==> config.mk <==
export PLATFORM = sky130hd
export DESIGN_NAME = uart_tx_byte
export DESIGN_NICKNAME = d
export VERILOG_FILES = /design/src/rtl/uart_tx_byte.sv
export SDC_FILE = /design/constraint.sdc
export NUM_CORES = 1
export LEC_CHECK = 0
export BUFFER_PORTS_ARGS = -buffer_cell sky130_fd_sc_hd__buf_2
export CORE_MARGIN = 3
export CORE_UTILIZATION = 30
export DETAILED_ROUTE_END_ITERATION = 7
export SYNTH_ARGS = -nofsm -noshare
export SYNTH_HDL_FRONTEND = slang
export SYNTH_SLANG_ARGS = --single-unit
==> constraint.sdc <==
create_clock -name clk_50mhz -period 5.2 [get_ports clk_50mhz]
set_clock_uncertainty 0.1 [all_clocks]
set_input_delay 1.04 -clock clk_50mhz [delete_from_list [all_inputs] [get_ports clk_50mhz]]
set_output_delay 1.04 -clock clk_50mhz [all_outputs]
set_load 0.01 [all_outputs]
==> src/rtl/uart_tx_byte.sv <==
// uart_tx_byte: 8N1 serial transmitter, LSB first.
// Accepts one byte per tx_start level sample in idle and frames it as
// start(0) + 8 data bits + stop(1). A one-cycle ST_DONE gap follows each
// frame so upstream can present the next byte after seeing tx_active fall.
module uart_tx_byte #(
  parameter int CLKS_PER_BIT = 434,
  parameter int CNT_W        = 16
) (
  input  logic       clk_50mhz,
  input  logic       reset,
  input  logic       tx_start,
  input  logic [7:0] tx_data,
  output logic       tx_active,
  output logic       tx_done,
  output logic       tx_serial
);

  typedef enum logic [2:0] {
    ST_IDLE,
    ST_START,
    ST_DATA,
    ST_STOP,
    ST_DONE
  } state_t;

  state_t           r_state;
  logic [CNT_W-1:0] r_baud;
  logic [2:0]       r_bit;
  logic [7:0]       r_shift;
  logic             r_active;
  logic             r_done;
  logic             r_serial;
  logic             w_bit_end;

  // Last clock of the current bit period.
  assign w_bit_end = (r_baud == CNT_W'(CLKS_PER_BIT - 1));

  assign tx_active = r_active;
  assign tx_done   = r_done;
  assign tx_serial = r_serial;

  // Frame sequencer; every output is a register updated here.
  always_ff @(posedge clk_50mhz) begin
    if (reset) begin
      r_state  <= ST_IDLE;
      r_baud   <= '0;
      r_bit    <= '0;
      r_shift  <= '0;
      r_active <= 1'b0;
      r_done   <= 1'b0;
      r_serial <= 1'b1;
    end else begin
      case (r_state)
        ST_IDLE: begin
          r_serial <= 1'b1;
          r_done   <= 1'b0;
          if (tx_start) begin
            r_shift  <= tx_data;
            r_active <= 1'b1;
            r_serial <= 1'b0;
            r_bit    <= '0;
            r_baud   <= '0;
            r_state  <= ST_START;
          end
        end

        ST_START: begin
          if (w_bit_end) begin
            r_baud   <= '0;
            r_serial <= r_shift[0];
            r_state  <= ST_DATA;
          end else begin
            r_baud <= r_baud + CNT_W'(1);
          end
        end

        ST_DATA: begin
          if (w_bit_end) begin
            r_baud  <= '0;
            r_shift <= r_shift >> 1;
            if (r_bit == 3'd7) begin
              r_serial <= 1'b1;
              r_state  <= ST_STOP;
            end else begin
              // Next bit is what will sit in shift[0] after this shift.
              r_serial <= r_shift[1];
              r_bit    <= r_bit + 3'd1;
            end
          end else begin
            r_baud <= r_baud + CNT_W'(1);
          end
        end

        ST_STOP: begin
          if (w_bit_end) begin
            r_baud   <= '0;
            r_active <= 1'b0;
            r_done   <= 1'b1;
            r_state  <= ST_DONE;
          end else begin
            r_baud <= r_baud + CNT_W'(1);
          end
        end

        ST_DONE: begin
          // tx_start deliberately ignored here: upstream gets one cycle
          // after tx_active falls to swap tx_data.
          r_done  <= 1'b0;
          r_state <= ST_IDLE;
        end

        default: begin
          r_state  <= ST_IDLE;
          r_active <= 1'b0;
          r_done   <= 1'b0;
          r_serial <= 1'b1;
        end
      endcase
    end
  end

endmodule

Word level (Yosys, flattened, before mapping)
Index checks and enable logic that the tools add are counted.
- $add $sub $neg: 2
- equality and inequality tests: 12
- multiplexer cells: 26
- bitwise operators: 3
- reduce and logical (&&, ||, !) cells: 14
- operator list (cell ; number):
    16-bit 2-to-1 mux ; 2
    16-bit case mux with 2 select lines ; 1
    3-bit 2-to-1 mux ; 8
    16-bit by 1-bit adder with 16-bit output, second input constant ; 1
    16-bit by 9-bit == test with 1-bit output, second input constant ; 1
    8-bit 2-to-1 mux ; 2
    8-bit case mux with 2 select lines ; 1
    2-bit inequality test, second input constant ; 6
    3-bit case mux with 4 select lines ; 1
    3-bit AND reduction ; 3
    1-bit 2-to-1 mux ; 7
    3-bit by 2-bit == test with 1-bit output, second input constant ; 2
    3-bit == test, second input constant ; 2
    3-bit case mux with 2 select lines ; 1
    3-bit OR reduction ; 2
    5-bit AND reduction ; 1
    1-bit case mux with 4 select lines ; 1
    2-bit AND reduction ; 2
    4-bit AND reduction ; 1
    2-bit nonzero test ; 2
    2-bit OR reduction ; 2
    3-bit by 1-bit adder with 3-bit output, second input constant ; 1
    3-bit by 1-bit == test with 1-bit output, second input constant ; 1
    3-bit logical NOT ; 1
    other kinds (3) ; 5
- register bits after elaboration: 33
- input bits: 11
- output and inout port bits: 3

Logic depth before layout (Yosys ltp)
- depth after elaboration: 4
- gate-level depth with buffers: 7

Worst setup path before layout
OpenSTA, ideal clock, no wires.
- kind: in2reg
- start point: in reset
- end point: reg r_active, in the netlist tx_active
- arrival time: 2.030 ns
- required time: 4.985 ns
- slack: 2.955 ns
- stages: 4
- buffers on the path: 3
- cell sequence: clkbuf_1 clkbuf_1 clkbuf_1 o21ba_2
- RTL lines (item ; RTL line ; source):
    start: declaration ; 10 ; input logic reset,
    end signal: assignment ; 49 ; r_active <= 1'b0;
    end signal: assignment ; 59 ; r_active <= 1'b1;
    end signal: assignment ; 97 ; r_active <= 1'b0;
    end: declaration ; 30 ; logic r_active;
No word-level cell between the ends.

==> flow_summary.json <==
{
  "layout.cells.non_filler": 305,
  "synth_seq_area_share": 0.352,
  "p_int_uw": 401,
  "route.detailed.drc": 0,
  "comb_power_share": 0.088,
  "synth_top_family_by_area": "simple AND/OR/NAND/NOR gates",
  "p_switching_uw": 132,
  "synth_most_common_cell": "dfxtp_1",
  "synth-seq-cells": 33,
  "regToRegSetupSlack_ps": 2830,
  "final_util": 0.345,
  "dp_hpwl_um": 2910,
  "setup_slack_ps": 2790,
  "cts-hold-fix-buffers": 0,
  "synth_mux_area_frac": 0.0213,
  "worstSetupStartpointType": "input pin",
  "max_freq_mhz": 415,
  "core_area_um2": 5990,
  "worstReg2RegStart": "r_baud[0]",
  "cts_tree": "built",
  "hold_depth": 1,
  "r2r_end": "r_bit[1]",
  "wirelength_um": 4200,
  "crit_buf_inv": 1,
  "path_cells": "buf_2, nor3_2, nor4b_1, a21o_1",
  "root_buffer": "clkbuf_8",
  "grt_setup_unrepaired": "false",
  "min_path_type": "flip-flop to flip-flop",
  "finalHoldViolCount": 0,
  "clockPowerShare": 0.410,
  "ys_warn_count": 0,
  "vdd_ir_drop_max_v": 0.000106,
  "grt_max_degree": 29,
  "crit_path_end_kind": "flip-flop",
  "ff2ff_path_depth": 5,
  "yosys.area_share.simple": 0.294,
  "diodes": 0,
  "cts.sinks": 33,
  "die_w_um": 85.1,
  "fin_tns_setup_ps": 0,
  "holdPathEnd": "r_baud[8]",
  "ioPinCount": 14,
  "p_leak_uw": 0.000707,
  "dieHeight_um": 85.1,
  "placementRows": 28,
  "drive_above_1_share": 0.170,
  "grt_antenna_before_repair": 0,
  "hold_start": "r_baud[8]",
  "synth_top_cells_by_count": "33 x dfxtp_1, 21 x nor2_1, 16 x nand2_1",
  "via_per_inst": 5.49,
  "synth_fa_ha_area_frac": 0.0267,
  "via_count": 1675,
  "crit_start": "reset",
  "crit_cells": 4,
  "final-seq-area_um2": 661,
  "multi_input_area_um2": 1100,
  "seq_power_share": 0.502,
  "track_usage": 0.124,
  "cts-htree-levels": 2,
  "pre_cts_ws_ps": 2490,
  "cap_violations": 0,
  "path_class": "input pin to flip-flop",
  "die-area_um2": 7240,
  "synth_area_per_cell_um2": 8.41,
  "yosysUniqueCellTypes": 49,
  "p_per_area_nw_per_um2": 258,
  "numCtsBuffers": 5,
  "switching_share": 0.248,
  "post-route-min-period_ps": 2410,
  "dr_wl_met3_um": 130,
  "synth_compound_area_frac": 0.241,
  "drt_first_pass_iters": 4,
  "clock_path_buffers": 2,
  "ant_nets": 0,
  "synthFlopType": "dfxtp_1",
  "path_clk_slew_ps": 70,
  "crit_required_ps": 5340,
  "cts_resized": 0,
  "worst_path_dominant_cell_family": "simple AND/OR/NAND/NOR gates",
  "synth.top_cell.area_share": 0.352,
  "num-fill-cells": 631,
  "slew_viol_final": 0,
  "synthesis.area_um2": 1880,
  "critPathArrivalTime_ps": 2550,
  "postCtsSetupBuffers": 0,
  "yosysTopAreaCell": "dfxtp_1",
  "top_layer": "met4",
  "start_util": 0.313,
  "place_inst": 297,
  "wl_met2_um": 1920,
  "slowest_stage": "nor3_2",
  "overflow": 0,
  "maxSlewHeadroom": 0.346,
  "status": "finished, final reports clean",
  "setup_viol": 0,
  "insertion_delay_ps": 290,
  "cp_max_fo": 25,
  "port_buffers": 13,
  "synth_cells": 223,
  "synth_edf_count": 0,
  "syn_nets": 238,
  "fin_crit_sh": 0.463,
  "m1WireLength_um": 2060,
  "tightest_slew_ps": 976,
  "synthTopCellsByArea": "dfxtp_1 35%, nor2_1 4.2%, o221a_2 4.2%, o21ai_0 4.0%, a31oi_1 3.7%",
  "async_flop_share": 0,
  "nets": 244,
  "area_growth_pct": 10.3,
  "max_stage_delay_ps": 830,
  "grt_pass1_wl_um": 7370,
  "first_global_vias": 1588,
  "synth-xor-area-share": 0.00467,
  "first_iter_violations": 124,
  "routedWlPerCell_um": 13.8,
  "gp_congestion": 0.753
}
==> kinds of logic after synthesis <==
kind of cell | after synthesis
and+or+nand+nor | 92
xor gates and xnor gates | 1
DFF | 33
adders and majority gates | 4
buffers and inverters | 26
muxes | 4
AOI/OAI and AO/OA | 63
==> sequential cells by signal, summed over array words and instances, names as in the netlist <==
| register | cells |
|---|---|
| r_state | 3 |
| r_baud | 16 |
| r_bit | 3 |
| tx_done | 1 |
| r_shift | 8 |
| tx_serial | 1 |
| tx_active | 1 |
==> cell usage in the layout, fill, tap and decap left out, drive strengths merged, types with 5 or more instances in the layout <==
master and instances:
a21oi 10, a31oi 11, buf 13, clkbuf 7, dfxtp 33, inv 12, nand2 16, nand3 12
nand4 9, nor2 21, o21ai 16, o221a 7, or3 5
==> area by class of cell <==
| type | count | area share |
|---|---|---|
| clock buffers | 7 | 0.0466 |
| repair buffers | 13 | 0.0314 |
| inverters | 12 | 0.0218 |
| clock inverters | 1 | 0.00242 |
| well taps | 75 | 0.0453 |
| flip-flops and latches | 33 | 0.319 |
| multi-input cells | 164 | 0.533 |
==> worst max-delay path by stage <==
stage	endpoint	slack [ps]
after global placement	r_baud[13]	2530
after CTS	r_baud[13]	2810
after floorplan	tx_active	2960
final	r_baud[13]	2790
after detailed placement	r_baud[13]	2490
after global routing	r_bit[2]	2610
==> per-layer routing <==
| metal | GRT usage | vias to the layer above |
|---|---|---|
| met2 | 0.197 | 20 |
| met3 | 0.0301 | 8 |
| li1 | - | 857 |
| met4 | 0.0590 | 0 |
| met5 | 0 | - |
| met1 | 0.158 | 790 |
==> power by group through the flow <==
stage	registers, uW	logic (uW)	clock network, uW
finish	268	46.9	219
global route	269	53.0	235
CTS	268	47.2	226
detailed placement	274	47.1	0
global placement	274	46.6	0
floorplan	271	36.3	0
==> through the flow <==
step	hold WS, ps	area [um^2]	total power (uW)
floorplan	346	1880	308
global placement	381	1970	320
detailed placement	381	1970	321
CTS	393	2070	541
global route	413	2070	557
finish	394	2070	533
Note: power is estimated with default switching activity, not from simulation.
